## src/rtl/checker_pkg.sv

```systemverilog
// Shared definitions for the scan checker: FSM state encoding and the
// bit positions inside the cctrl status byte.
package checker_pkg;

  typedef enum logic [1:0] {
    ST_IDLE = 2'd0,
    ST_REQ  = 2'd1,
    ST_DONE = 2'd2
  } state_t;

  localparam int CC_FIN  = 0;  // scan finished
  localparam int CC_ERR  = 1;  // MPU reported an error
  localparam int CC_TMO  = 2;  // MPU did not answer in time
  localparam int CC_WRAP = 3;  // next address would leave the address space
  localparam int CC_ZERO = 4;  // zero-length scan requested

endpackage

```

## src/rtl/checker_scan_if.sv

```systemverilog
// Control, status and MPU handshake bundle of the scan checker.
// master: the scanner itself; slave: the controller/MPU environment.
interface checker_scan_if #(
  parameter int ADDR_W = 64,
  parameter int LEN_W  = 16
);
  logic [1:0]        cmode;
  logic              cstart;
  logic [ADDR_W-1:0] caddr;
  logic [LEN_W-1:0]  clen;
  logic              cend;
  logic [7:0]        cctrl;
  logic [ADDR_W-1:0] cfail_addr;
  logic              mpu_en;
  logic              mpu_req;
  logic [ADDR_W-1:0] mpu_addr;
  logic              mpu_ack;
  logic              mpu_err;

  modport master (
    input  cmode, cstart, caddr, clen, mpu_ack, mpu_err,
    output cend, cctrl, cfail_addr, mpu_en, mpu_req, mpu_addr
  );

  modport slave (
    output cmode, cstart, caddr, clen, mpu_ack, mpu_err,
    input  cend, cctrl, cfail_addr, mpu_en, mpu_req, mpu_addr
  );
endinterface

```

## src/rtl/checker_timer.sv

```systemverilog
// Wait-cycle counter for the scan checker's MPU timeout.
// Only built with CHECKER_SCAN_TIMEOUT_EN defined.
`ifdef CHECKER_SCAN_TIMEOUT_EN
module checker_timer #(
  parameter int W = 12
) (
  input  logic sys_clk,
  input  logic sys_rst,
  input  logic clear,
  input  logic enable,
  output logic expired
);
  logic [W-1:0] count_reg;

  // Count enabled cycles; clear has priority so a fresh wait starts at zero.
  always_ff @(posedge sys_clk or posedge sys_rst) begin
    if (sys_rst) begin
      count_reg <= '0;
    end else if (clear) begin
      count_reg <= '0;
    end else if (enable) begin
      count_reg <= count_reg + W'(1);
    end
  end

  assign expired = &count_reg;
endmodule
`endif

```

## src/rtl/checker_scan.sv

```systemverilog
// Scan checker: walks base + i*STEP for clen words, asking the MPU to check
// each address, and reports the outcome in cctrl / cfail_addr with a cend pulse.
// Optional macro CHECKER_SCAN_TIMEOUT_EN adds a per-word MPU timeout.
module checker_scan
  import checker_pkg::*;
#(
  parameter logic [1:0] MODE   = 2'b00,
  parameter int         ADDR_W = 64,
  parameter int         LEN_W  = 16,
  parameter int         STEP   = 8,
  parameter int         TMO_W  = 12
) (
  input  logic           sys_clk,
  input  logic           sys_rst,
  checker_scan_if.master bus
);
  // STEP is a power of two, so index*STEP is a shift. The sum is kept wide
  // enough that any carry out of ADDR_W bits is visible as a wrap.
  localparam int SHIFT = $clog2(STEP);
  localparam int SUM_W = ADDR_W + LEN_W + SHIFT + 1;

  state_t            state_reg, state_next;
  logic [ADDR_W-1:0] base_reg;
  logic [LEN_W-1:0]  len_reg;
  logic [LEN_W-1:0]  index_reg;
  logic [LEN_W-1:0]  index_inc;
  logic [7:0]        cctrl_reg;
  logic [ADDR_W-1:0] fail_reg;
  logic [SUM_W-1:0]  addr_full;
  logic              addr_wrap;
  logic              start_ok;
  logic              tmo_expired;

  assign addr_full = SUM_W'(base_reg) + (SUM_W'(index_reg) << SHIFT);
  assign addr_wrap = |addr_full[SUM_W-1:ADDR_W];
  assign index_inc = index_reg + LEN_W'(1);
  assign start_ok  = bus.cstart && (bus.cmode == MODE);

`ifdef CHECKER_SCAN_TIMEOUT_EN
  logic tmo_clear;
  logic tmo_enable;

  // Outside REQ the counter is held at zero, which also covers REQ entry.
  assign tmo_clear  = (state_reg != ST_REQ) || bus.mpu_ack;
  assign tmo_enable = (state_reg == ST_REQ) && !bus.mpu_ack;

  checker_timer #(.W(TMO_W)) u_timer (
    .sys_clk (sys_clk),
    .sys_rst (sys_rst),
    .clear   (tmo_clear),
    .enable  (tmo_enable),
    .expired (tmo_expired)
  );
`else
  // No timer: the scanner waits for the MPU indefinitely.
  assign tmo_expired = (TMO_W < 0);
`endif

  // State register.
  always_ff @(posedge sys_clk or posedge sys_rst) begin
    if (sys_rst) begin
      state_reg <= ST_IDLE;
    end else begin
      state_reg <= state_next;
    end
  end

  // Next-state logic; wrap and timeout pre-empt the MPU answer.
  always_comb begin
    state_next = state_reg;
    case (state_reg)
      ST_IDLE: begin
        if (start_ok) begin
          state_next = (bus.clen == '0) ? ST_DONE : ST_REQ;
        end
      end
      ST_REQ: begin
        if (addr_wrap || tmo_expired) begin
          state_next = ST_DONE;
        end else if (bus.mpu_ack) begin
          if (bus.mpu_err || (index_inc == len_reg)) begin
            state_next = ST_DONE;
          end
        end
      end
      default: state_next = ST_IDLE;
    endcase
  end

  // Scan registers and status capture.
  always_ff @(posedge sys_clk or posedge sys_rst) begin
    if (sys_rst) begin
      base_reg  <= '0;
      len_reg   <= '0;
      index_reg <= '0;
      cctrl_reg <= '0;
      fail_reg  <= '0;
    end else begin
      case (state_reg)
        ST_IDLE: begin
          if (start_ok) begin
            base_reg           <= bus.caddr;
            len_reg            <= bus.clen;
            index_reg          <= '0;
            fail_reg           <= '0;
            cctrl_reg          <= '0;
            cctrl_reg[CC_ZERO] <= (bus.clen == '0);
          end
        end
        ST_REQ: begin
          if (addr_wrap) begin
            cctrl_reg[CC_WRAP] <= 1'b1;
          end else if (tmo_expired) begin
            cctrl_reg[CC_TMO] <= 1'b1;
            fail_reg          <= addr_full[ADDR_W-1:0];
          end else if (bus.mpu_ack) begin
            if (bus.mpu_err) begin
              cctrl_reg[CC_ERR] <= 1'b1;
              fail_reg          <= addr_full[ADDR_W-1:0];
            end else begin
              index_reg <= index_inc;
            end
          end
        end
        default: ;
      endcase
      if ((state_reg != ST_DONE) && (state_next == ST_DONE)) begin
        cctrl_reg[CC_FIN] <= 1'b1;
      end
    end
  end

  // Outputs decoded from state; a request is withheld on wrap or timeout.
  always_comb begin
    bus.cend     = 1'b0;
    bus.mpu_en   = 1'b0;
    bus.mpu_req  = 1'b0;
    bus.mpu_addr = '0;
    case (state_reg)
      ST_REQ: begin
        bus.mpu_en = 1'b1;
        if (!addr_wrap && !tmo_expired) begin
          bus.mpu_req  = 1'b1;
          bus.mpu_addr = addr_full[ADDR_W-1:0];
        end
      end
      ST_DONE: begin
        bus.mpu_en = 1'b1;
        bus.cend   = 1'b1;
      end
      default: ;
    endcase
  end

  assign bus.cctrl      = cctrl_reg;
  assign bus.cfail_addr = fail_reg;

endmodule
```

## src/flat_wrapper.sv

```systemverilog
// flat-port wrapper written by rule: the top's interface ports become plain ports
module checker_scan_flat import checker_pkg::*;
#(
  parameter logic [1:0] MODE   = 2'b00,
  parameter int         ADDR_W = 64,
  parameter int         LEN_W  = 16,
  parameter int         STEP   = 8,
  parameter int         TMO_W  = 12
)
  (sys_clk, sys_rst, bus_cmode, bus_cstart, bus_caddr, bus_clen, bus_mpu_ack, bus_mpu_err, bus_cend, bus_cctrl, bus_cfail_addr, bus_mpu_en, bus_mpu_req, bus_mpu_addr);
  checker_scan_if #(.ADDR_W(ADDR_W), .LEN_W(LEN_W)) bus_i ();
  input  logic sys_clk;
  input  logic sys_rst;
  input wire logic [$bits(bus_i.cmode)-1:0] bus_cmode;
  input wire logic [$bits(bus_i.cstart)-1:0] bus_cstart;
  input wire logic [$bits(bus_i.caddr)-1:0] bus_caddr;
  input wire logic [$bits(bus_i.clen)-1:0] bus_clen;
  input wire logic [$bits(bus_i.mpu_ack)-1:0] bus_mpu_ack;
  input wire logic [$bits(bus_i.mpu_err)-1:0] bus_mpu_err;
  output wire logic [$bits(bus_i.cend)-1:0] bus_cend;
  output wire logic [$bits(bus_i.cctrl)-1:0] bus_cctrl;
  output wire logic [$bits(bus_i.cfail_addr)-1:0] bus_cfail_addr;
  output wire logic [$bits(bus_i.mpu_en)-1:0] bus_mpu_en;
  output wire logic [$bits(bus_i.mpu_req)-1:0] bus_mpu_req;
  output wire logic [$bits(bus_i.mpu_addr)-1:0] bus_mpu_addr;
  assign bus_i.cmode = bus_cmode;
  assign bus_i.cstart = bus_cstart;
  assign bus_i.caddr = bus_caddr;
  assign bus_i.clen = bus_clen;
  assign bus_i.mpu_ack = bus_mpu_ack;
  assign bus_i.mpu_err = bus_mpu_err;
  assign bus_cend = bus_i.cend;
  assign bus_cctrl = bus_i.cctrl;
  assign bus_cfail_addr = bus_i.cfail_addr;
  assign bus_mpu_en = bus_i.mpu_en;
  assign bus_mpu_req = bus_i.mpu_req;
  assign bus_mpu_addr = bus_i.mpu_addr;
  checker_scan #(.MODE(MODE), .ADDR_W(ADDR_W), .LEN_W(LEN_W), .STEP(STEP), .TMO_W(TMO_W)) u_core (.sys_clk(sys_clk), .sys_rst(sys_rst), .bus(bus_i));
endmodule
```

## config.mk

```make
export PLATFORM = sky130hd
export DESIGN_NAME = checker_scan_flat
export DESIGN_NICKNAME = d
export VERILOG_FILES = /design/src/rtl/checker_pkg.sv /design/src/rtl/checker_scan_if.sv /design/src/rtl/checker_timer.sv /design/src/rtl/checker_scan.sv /design/src/flat_wrapper.sv
export SDC_FILE = /design/constraint.sdc
export NUM_CORES = 1
export LEC_CHECK = 0
export ABC_AREA = 1
export ABC_CLOCK_PERIOD_IN_PS = 15500
export CORE_ASPECT_RATIO = 1.2
export CORE_MARGIN = 3
export CORE_UTILIZATION = 49
export CTS_CLUSTER_SIZE = 20
export DETAILED_ROUTE_END_ITERATION = 12
export DONT_BUFFER_PORTS = 1
export GPL_ROUTABILITY_DRIVEN = 0
export HOLD_SLACK_MARGIN = 0.08
export SETUP_SLACK_MARGIN = 0.2
export SYNTH_ARGS = -nofsm -noshare
export SYNTH_HDL_FRONTEND = slang
export SYNTH_SLANG_ARGS = --single-unit
export TNS_END_PERCENT = 30
```

## constraint.sdc

```tcl
create_clock -name sys_clk -period 15.5 [get_ports sys_clk]
set_input_delay 3.1 -clock sys_clk [delete_from_list [all_inputs] [get_ports sys_clk]]
set_output_delay 3.1 -clock sys_clk [all_outputs]
set_load 0.01 [all_outputs]
```

==> impl_metrics.csv, run 1 <==
group,metric,value,unit
cts,cts_setup_buffers,0,
critical_path,rr_worst_depth,9,
yosys,ys_seq_area_frac,0.430,
die,chipWidth,134,um
global_route,grt_use_total,0.274,
place,portBuffers,0,
die,die_area,21400,um2
routing,num_vias,8553,
yosys,ys_seq_elements,166,
cts,clock-sinks,166,
cts,cts_tree,"done",
power,leakagePower,5.04,nW
layout,final_common_cell,"nand2_1",
die,die_y,160,um
routing,wirelength,29400,um
critical_path,worst_ep_required_time,12.40,ns
yosys,muxShareOfSynthArea,0,
critical_path,timing.critical_path.mode_cell,"nand2_1",
place,dpl.hpwl,22400,um
power,ir_worst_vdd,0.0000936,V
critical_path,path_cells,"ha_1 > fa_1 > nand3_1 > nand2_1 > a21oi_1 > o21ai_0 > nand2_1 > nand2_1 > nand2_1 > nor2_1 > nand2_1 > xor2_1 > nor2_1",
routing,wl_met3,1630,um
timing,finalHoldWorstSlack,0.480,ns
critical_path,worstSetupPathType,"flop to output port",
layout,syn2layout_area_growth,7.83,%
cts,h-tree-depth,4,
yosys,yosysWarnings,0,
yosys,async_reset_ff_frac,1.00,
yosys,synth_ff_type,"dfrtp_1",
layout,nets,1437,
yosys,synth_edf_count,0,
layout,final_cell_mix,"nand2_1 (485), dfrtp_1 (166), inv_1 (139)",
timing,setup_violations,0,
global_route,grt_max_degree,103,
cts,cts_buffers,17,
yosys,synth_simple_gate_area_frac,0.335,
yosys,synthAdderAreaFrac,0.0280,
critical_path,max_stage_delay,0.56,ns
global_route,antenna_found_initial,1,
critical_path,startpoint,"u_core.index_reg[0]",
cts,cts_buffer_depth,2,
critical_path,end_kind,"output port",
timing,min_period,6.58,ns
yosys,synth_top_area_frac,0.430,
routing,drc_errors,0,
cts,cts_hold_buf,0,
yosys,synth_cell_types,42,
timing,rsz0062_at_grt,"false",
routing,first_pass_iters,5,
yosys,synth_top_area_cell,"dfrtp_1",
cts,clock_latency,0.44,ns
job,cap_violations,0,
critical_path,reg2reg_setup_slack,11.61,ns
timing,max_clock_freq,152,MHz
timing,skew,0.0136,ns
critical_path,crit_path_top_delay_cell,"o21ai_0",
critical_path,crit_end,"bus_mpu_addr[53]",
routing,dr_wl_met2,14900,um
cts,path_clk_slew,0.07,ns
routing,antenna_left,0,
die,start_util,0.504,
critical_path,startpoint_type,"flop",
yosys,syn_area,9650,um2
routing,drt_iter0_drc,696,
timing,hold_viol,0,
global_route,grt_pass1_vias,8415,
die,rows,55,
routing,routedWlPerCell,18.4,um
timing,worst_slew_pin_slew,0.990,ns
cts,cts_root_buf,"clkbuf_16",
power,p_per_area,184,nW/um2
yosys,syn_avg_cell_area,7.19,um2
die,io_pins,226,
critical_path,timing.rr.end,"u_core.bus.cfail_addr[45]",
yosys,syn-instance-count,1342,
layout,drive_gt1_frac,0.0477,
die,core,19100,um2
critical_path,arrival,3.48,ns
critical_path,crit_fanout,7,
yosys,synth_area_leaders,"dfrtp_1 (43%), nand2_1 (19%), inv_1 (5.4%)",
global_route,overflow,0,
yosys,synthXorXnorAreaFrac,0.0522,
timing,maxSlewHeadroom,0.336,
cts,cts_resized,0,
timing,post-route-period-util,0.424,
routing,vias_per_cell,5.35,
layout,fill_cells,2021,
run_status,status,"complete, no violations",
yosys,synth_top_family_by_area,"simple AND/OR/NAND/NOR gates",
timing,maxSlewViolCount,0,
timing,tns,0,ns
critical_path,r2r-start,"u_core.state_reg[1]",
routing,top_layer_used,"met4",
yosys,synth-compound-area-share,0.0745,
global_route,grt_pass1_wl,46300,um
worst_hold_path,hold_path.class,"flop to flop",
routing,drt-met1-wl,11700,um
## per-stage QoR
stage,instance area (um2),power (W),worst slack [ns],instances,utilization
after CTS,10400,0.00193,8.96,1597,0.544
after floorplan,9660,0.00130,7.91,1345,-
after detailed placement,9820,0.00149,9.44,1566,0.513
after global routing,10400,0.00206,8.55,1598,0.544
after global placement,9820,0.00148,9.52,1566,0.513
final,10400,0.00192,8.92,1598,0.544
## final cells by class
type	count	area [um2]	share of cell area
antenna	1	2.50	0.000240
clock buffer	18	439	0.0422
clock inverter	13	145	0.0139
inverter	146	553	0.0531
multi-input combinational	992	4750	0.456
sequential	166	4150	0.399
tap	256	320	0.0308
timing repair buffer	6	45.0	0.00433
## worst min path at each step
stage	from	to	slack, ns	depth (start not counted)
finish	u_core.base_reg[11]	u_core.base_reg[11]	0.48	2
global route	u_core.base_reg[11]	u_core.base_reg[11]	0.51	2
CTS	u_core.base_reg[2]	u_core.bus.cfail_addr[2]	0.48	2
detailed placement	u_core.base_reg[2]	u_core.bus.cfail_addr[2]	0.46	2
global placement	u_core.base_reg[15]	u_core.base_reg[15]	0.46	2
floorplan	u_core.base_reg[10]	u_core.base_reg[10]	0.45	2
## synthesized netlist by cell type (2+ instances only)
library cell,count
a21oi_1,30
and3_1,2
buf_2,7
buf_4,4
buf_6,6
clkbuf_1,23
clkinv_1,2
dfrtp_1,166
ha_1,20
inv_1,140
inv_2,4
nand2_1,486
nand2_2,5
nand2_4,2
nand3_1,63
nand4_1,30
nor2_1,132
nor2_2,2
nor3_1,22
nor3_2,2
nor4_1,15
o21ai_0,85
o21ai_1,12
o21bai_1,2
o31ai_1,7
or2_2,4
xnor2_1,3
xor2_1,52
## metal layers
layer / vias up / track usage
li1: 4214 / -
met1: 3993 / 0.331
met2: 286 / 0.481
met3: 60 / 0.0482
met4: 0 / 0.113
met5: - / 0
## where the power goes
| part | internal (W) | total, W | switching [W] |
|---|---|---|---|
| Sequential | 0.000606 | 0.000792 | 0.000186 |
| Clock | 0.000243 | 0.000433 | 0.000190 |
| Combinational | 0.000192 | 0.000694 | 0.000502 |
## worst max-delay path: cells and delay by family, from the launching register on
kind            cells  cell delay [ns]
compound gates      2             0.70
fa+ha+maj           2             0.46
simple gates        8             1.24
xor+xnor            1             0.17
flops               1             0.48
## logic make-up (layout without fill, tap and decap cells)
kind of cell / after synthesis / after routing
AOI/OAI and AO/OA: 138 / 138
and+or+nand+nor: 773 / 773
adders and majority gates: 21 / 21
buffers and inverters: 187 / 183
other: 1 / 5
DFF: 166 / 166
xor gates and xnor gates: 56 / 56
No activity file was read; power rests on OpenSTA's default activity.
==> run 2, diff against run 1 <==
ABC_CLOCK_PERIOD_IN_PS = 6320   (was 15500)
clock period = 6.32 ns   (was 15.5 ns; I/O delays follow)
==> impl_metrics.csv, run 2 (same netlist as run 1, synthesis figures left out) <==
group,metric,value,unit
layout,nets,1439,
cts,clock-sinks,166,
power,p_per_area,450,nW/um2
power,ir_worst_vdd,0.000204,V
timing,worst_slew_pin_slew,0.936,ns
routing,antenna_left,0,
cts,path_clk_slew,0.07,ns
routing,first_pass_iters,9,
routing,routedWlPerCell,18.2,um
cts,cts_root_buf,"clkbuf_16",
cts,cts_tree,"done",
job,cap_violations,0,
layout,final_cell_mix,"nand2_1 (485), dfrtp_1 (166), inv_1 (139)",
die,die_area,21400,um2
cts,cts_buffers,17,
cts,h-tree-depth,4,
run_status,status,"complete, no violations",
timing,post-route-period-util,0.736,
die,die_y,160,um
global_route,grt_use_total,0.272,
routing,drt_iter0_drc,688,
critical_path,arrival,3.39,ns
worst_hold_path,hold_path.class,"flop to flop",
timing,hold_viol,0,
cts,cts_buffer_depth,2,
die,start_util,0.504,
routing,vias_per_cell,5.37,
global_route,antenna_found_initial,1,
place,portBuffers,0,
die,io_pins,226,
critical_path,startpoint_type,"flop",
critical_path,worst_ep_required_time,5.06,ns
global_route,overflow,0,
timing,maxSlewViolCount,0,
cts,cts_setup_buffers,0,
cts,clock_latency,0.44,ns
layout,drive_gt1_frac,0.0484,
layout,final_common_cell,"nand2_1",
cts,cts_hold_buf,0,
routing,drc_errors,0,
timing,skew,0.0131,ns
critical_path,end_kind,"output port",
timing,min_period,4.65,ns
critical_path,crit_fanout,7,
timing,rsz0062_at_grt,"false",
die,core,19100,um2
global_route,grt_pass1_vias,8368,
timing,maxSlewHeadroom,0.372,
routing,num_vias,8584,
place,dpl.hpwl,22200,um
timing,finalHoldWorstSlack,0.476,ns
timing,max_clock_freq,215,MHz
timing,setup_violations,0,
global_route,grt_pass1_wl,45900,um
global_route,grt_max_degree,84,
die,rows,55,
timing,tns,0,ns
layout,final_area,10400,um2
die,chipWidth,134,um
power,leakagePower,5.04,nW
routing,wirelength,29200,um
cts,cts_resized,0,
critical_path,worstSetupPathType,"flop to output port",
place,placed_cell_area,9830,um2
layout,syn2layout_area_growth,7.70,%
==> run 2: changes by cell type in the layout (fill, tap and decap cells not counted), sizes merged <==
cell,previous run,this run
clkinvlp,2,3
buf,6,8
clkinv,6,4
bufinv,2,1
inv,149,150
==> run 2: metrics by stage <==
step	instances	power [W]	worst slack, ns	utilization
3_5_place_dp	1568	0.00367	2.15	0.514
5_1_grt	1599	0.00501	1.32	0.543
6_report	1599	0.00468	1.67	0.543
2_1_floorplan	1345	0.00319	0.566	-
3_3_place_gp	1568	0.00365	2.20	0.514
4_1_cts	1598	0.00470	1.67	0.543
==> run 2: final cells by class <==
type / count / area [um2]
Clock inverter: 12 / 118
Antenna cell: 1 / 2.50
Sequential cell: 166 / 4150
Timing Repair Buffer: 8 / 60.1
Inverter: 146 / 553
Fill cell: 1963 / 8740
Clock buffer: 18 / 439
Tap cell: 256 / 320
Multi-Input combinational cell: 992 / 4750
==> run 2: metal layers <==
metal | global-route usage | share of wire
met5 | 0 | 0
met4 | 0.105 | 0.036
met3 | 0.0469 | 0.057
met2 | 0.470 | 0.50
met1 | 0.341 | 0.40
==> run 2: power by group <==
| group | switching (W) | internal [W] |
|---|---|---|
| clock | 0.000475 | 0.000556 |
| combinational | 0.00123 | 0.000471 |
| sequential | 0.000458 | 0.00148 |
| total | 0.00216 | 0.00251 |
==> run 2: worst paths after layout <==
kind	depth (start not counted)	end	slack, ns	start
max reg2reg	10	u_core.bus.cfail_addr[9]	2.46	u_core.state_reg[1]
min in group asynchronous	1	u_core.bus.cfail_addr[2]	0.77	sys_rst
max in group asynchronous	2	u_core.index_reg[14]	4.41	sys_rst
max	12	bus_mpu_addr[41]	1.67	u_core.index_reg[0]
min	2	u_core.base_reg[5]	0.48	u_core.base_reg[5]
min reg2reg	2	u_core.base_reg[5]	0.48	u_core.base_reg[5]
==> run 2: worst max-delay path: stages (launching register included) <==
cell	delay (ns)
dfrtp_1	0.48
ha_1	0.23
fa_1	0.21
nand3_1	0.08
nand2_1	0.14
a21oi_1	0.14
o21ai_0	0.50
nand2_1	0.14
a21oi_1	0.37
nand2_1	0.12
xor2_1	0.23
nand2_1	0.09
nor2_1	0.22
==> run 3, diff against run 2 <==
ABC_CLOCK_PERIOD_IN_PS = 4400   (was 6320)
clock period = 4.4 ns   (was 6.32 ns; I/O delays follow)
==> impl_metrics.csv, run 3 (same netlist as run 1, synthesis figures left out) <==
group,metric,value,unit
run_status,status,"complete, no violations",
global_route,antenna_found_initial,0,
global_route,grt_pass1_wl,46300,um
cts,clock-sinks,166,
timing,post-route-period-util,0.948,
cts,cts_buffer_depth,2,
routing,vias_per_cell,5.44,
layout,fill_cells,1934,
die,chipWidth,134,um
layout,final_common_cell,"nand2_1",
timing,rsz0062_at_grt,"true",
place,dpl.hpwl,22500,um
layout,nets,1448,
critical_path,crit_fanout,6,
cts,h-tree-depth,4,
layout,drive_gt1_frac,0.0570,
die,core,19100,um2
critical_path,worst_ep_required_time,3.52,ns
die,die_area,21400,um2
routing,wirelength,29300,um
routing,first_pass_iters,6,
die,rows,55,
job,cap_violations,0,
critical_path,worstSetupPathType,"flop to output port",
cts,cts_root_buf,"clkbuf_16",
timing,min_period,4.17,ns
power,ir_worst_vdd,0.000360,V
routing,drc_errors,0,
timing,max_clock_freq,240,MHz
global_route,grt_pass1_vias,8399,
cts,clock_latency,0.44,ns
cts,cts_buffers,17,
die,start_util,0.504,
global_route,grt_use_total,0.275,
critical_path,arrival,3.29,ns
place,portBuffers,0,
timing,maxSlewHeadroom,0.433,
cts,cts_tree,"done",
layout,final_cell_mix,"nand2_1 (485), dfrtp_1 (166), inv_1 (139)",
timing,hold_viol,0,
cts,path_clk_slew,0.07,ns
timing,maxSlewViolCount,0,
layout,final_util,0.549,
cts,cts_setup_buffers,0,
critical_path,startpoint_type,"flop",
layout,syn2layout_area_growth,8.91,%
routing,drt_iter0_drc,655,
worst_hold_path,hold_path.class,"input pin to asynchronous set/reset pin",
timing,skew,0.0143,ns
timing,tns,0,ns
die,die_y,160,um
global_route,grt_max_degree,85,
timing,setup_violations,0,
layout,antennaDiodeCount,0,
routing,routedWlPerCell,18.2,um
routing,antenna_left,0,
power,leakagePower,5.09,nW
die,io_pins,226,
power,p_total,0.00673,W
critical_path,end_kind,"output port",
power,p_per_area,640,nW/um2
timing,worst_slew_pin_slew,0.848,ns
routing,num_vias,8741,
global_route,overflow,0,
## run 3: metal layers
metal  part of all wire  up-vias  global-route usage
li1                   -     4234                   -
met2               0.51      293               0.477
met3              0.055       60              0.0488
met1               0.40     4154               0.341
met5                  0        -                   0
met4              0.035        0               0.105
## run 3: path summary, 6_finish.rpt
| path | start | slack, ns | cells after the start | to |
|---|---|---|---|---|
| min in group sys_clk | u_core.base_reg[9] | 0.48 | 2 | u_core.base_reg[9] |
| min | sys_rst | 0.46 | 1 | u_core.bus.cfail_addr[22] |
| min reg2reg | u_core.base_reg[9] | 0.48 | 2 | u_core.base_reg[9] |
| max in group asynchronous | sys_rst | 3.08 | 2 | u_core.bus.cctrl[0] |
| max | u_core.index_reg[5] | 0.23 | 13 | bus_mpu_addr[58] |
| max reg2reg | u_core.index_reg[10] | 0.87 | 18 | u_core.bus.cfail_addr[9] |
## run 3: critical path, cell delays in order, from the launching register on
cell	delay, ns
dfrtp_1	0.45
ha_1	0.39
nand2_1	0.15
o21ai_0	0.26
a21oi_1	0.11
o21ai_1	0.14
buf_4	0.16
nand2_1	0.05
nand2_1	0.23
nand2_1	0.16
nor2_2	0.24
nand2_1	0.10
xor2_1	0.17
nor2_1	0.23
## run 3: metrics by stage
step,std cells,setup WS (ns),cell area [um2],hold slack (ns)
floorplan,1345,1.20,9670,0.446
detailed placement,1577,0.589,9940,0.465
global route,1608,0.0245,10500,0.496
finish,1608,0.228,10500,0.458
CTS,1608,0.189,10500,0.481
global placement,1577,0.628,9940,0.457
## run 3: repair_timing
action / CTS / global route
hold buffers: 0 / 0
gates resized for setup: 2 / 4
endpoints found under the setup margin: 4 / 35
gates cloned: 0 / 0
## run 3: area by class of cell
cell class                      count  area [um2]  share of cell area
Timing Repair Buffer               17         165              0.0157
Clock buffer                       18         429              0.0408
Inverter                          146         552              0.0525
Tap cell                          256         320              0.0305
Multi-Input combinational cell    992        4770               0.454
Sequential cell                   166        4150               0.395
Clock inverter                     13         120              0.0114
## run 3: power by group
part / internal (W) / switching (W)
Sequential: 0.00213 / 0.000652
Combinational: 0.000710 / 0.00178
Clock: 0.000782 / 0.000671
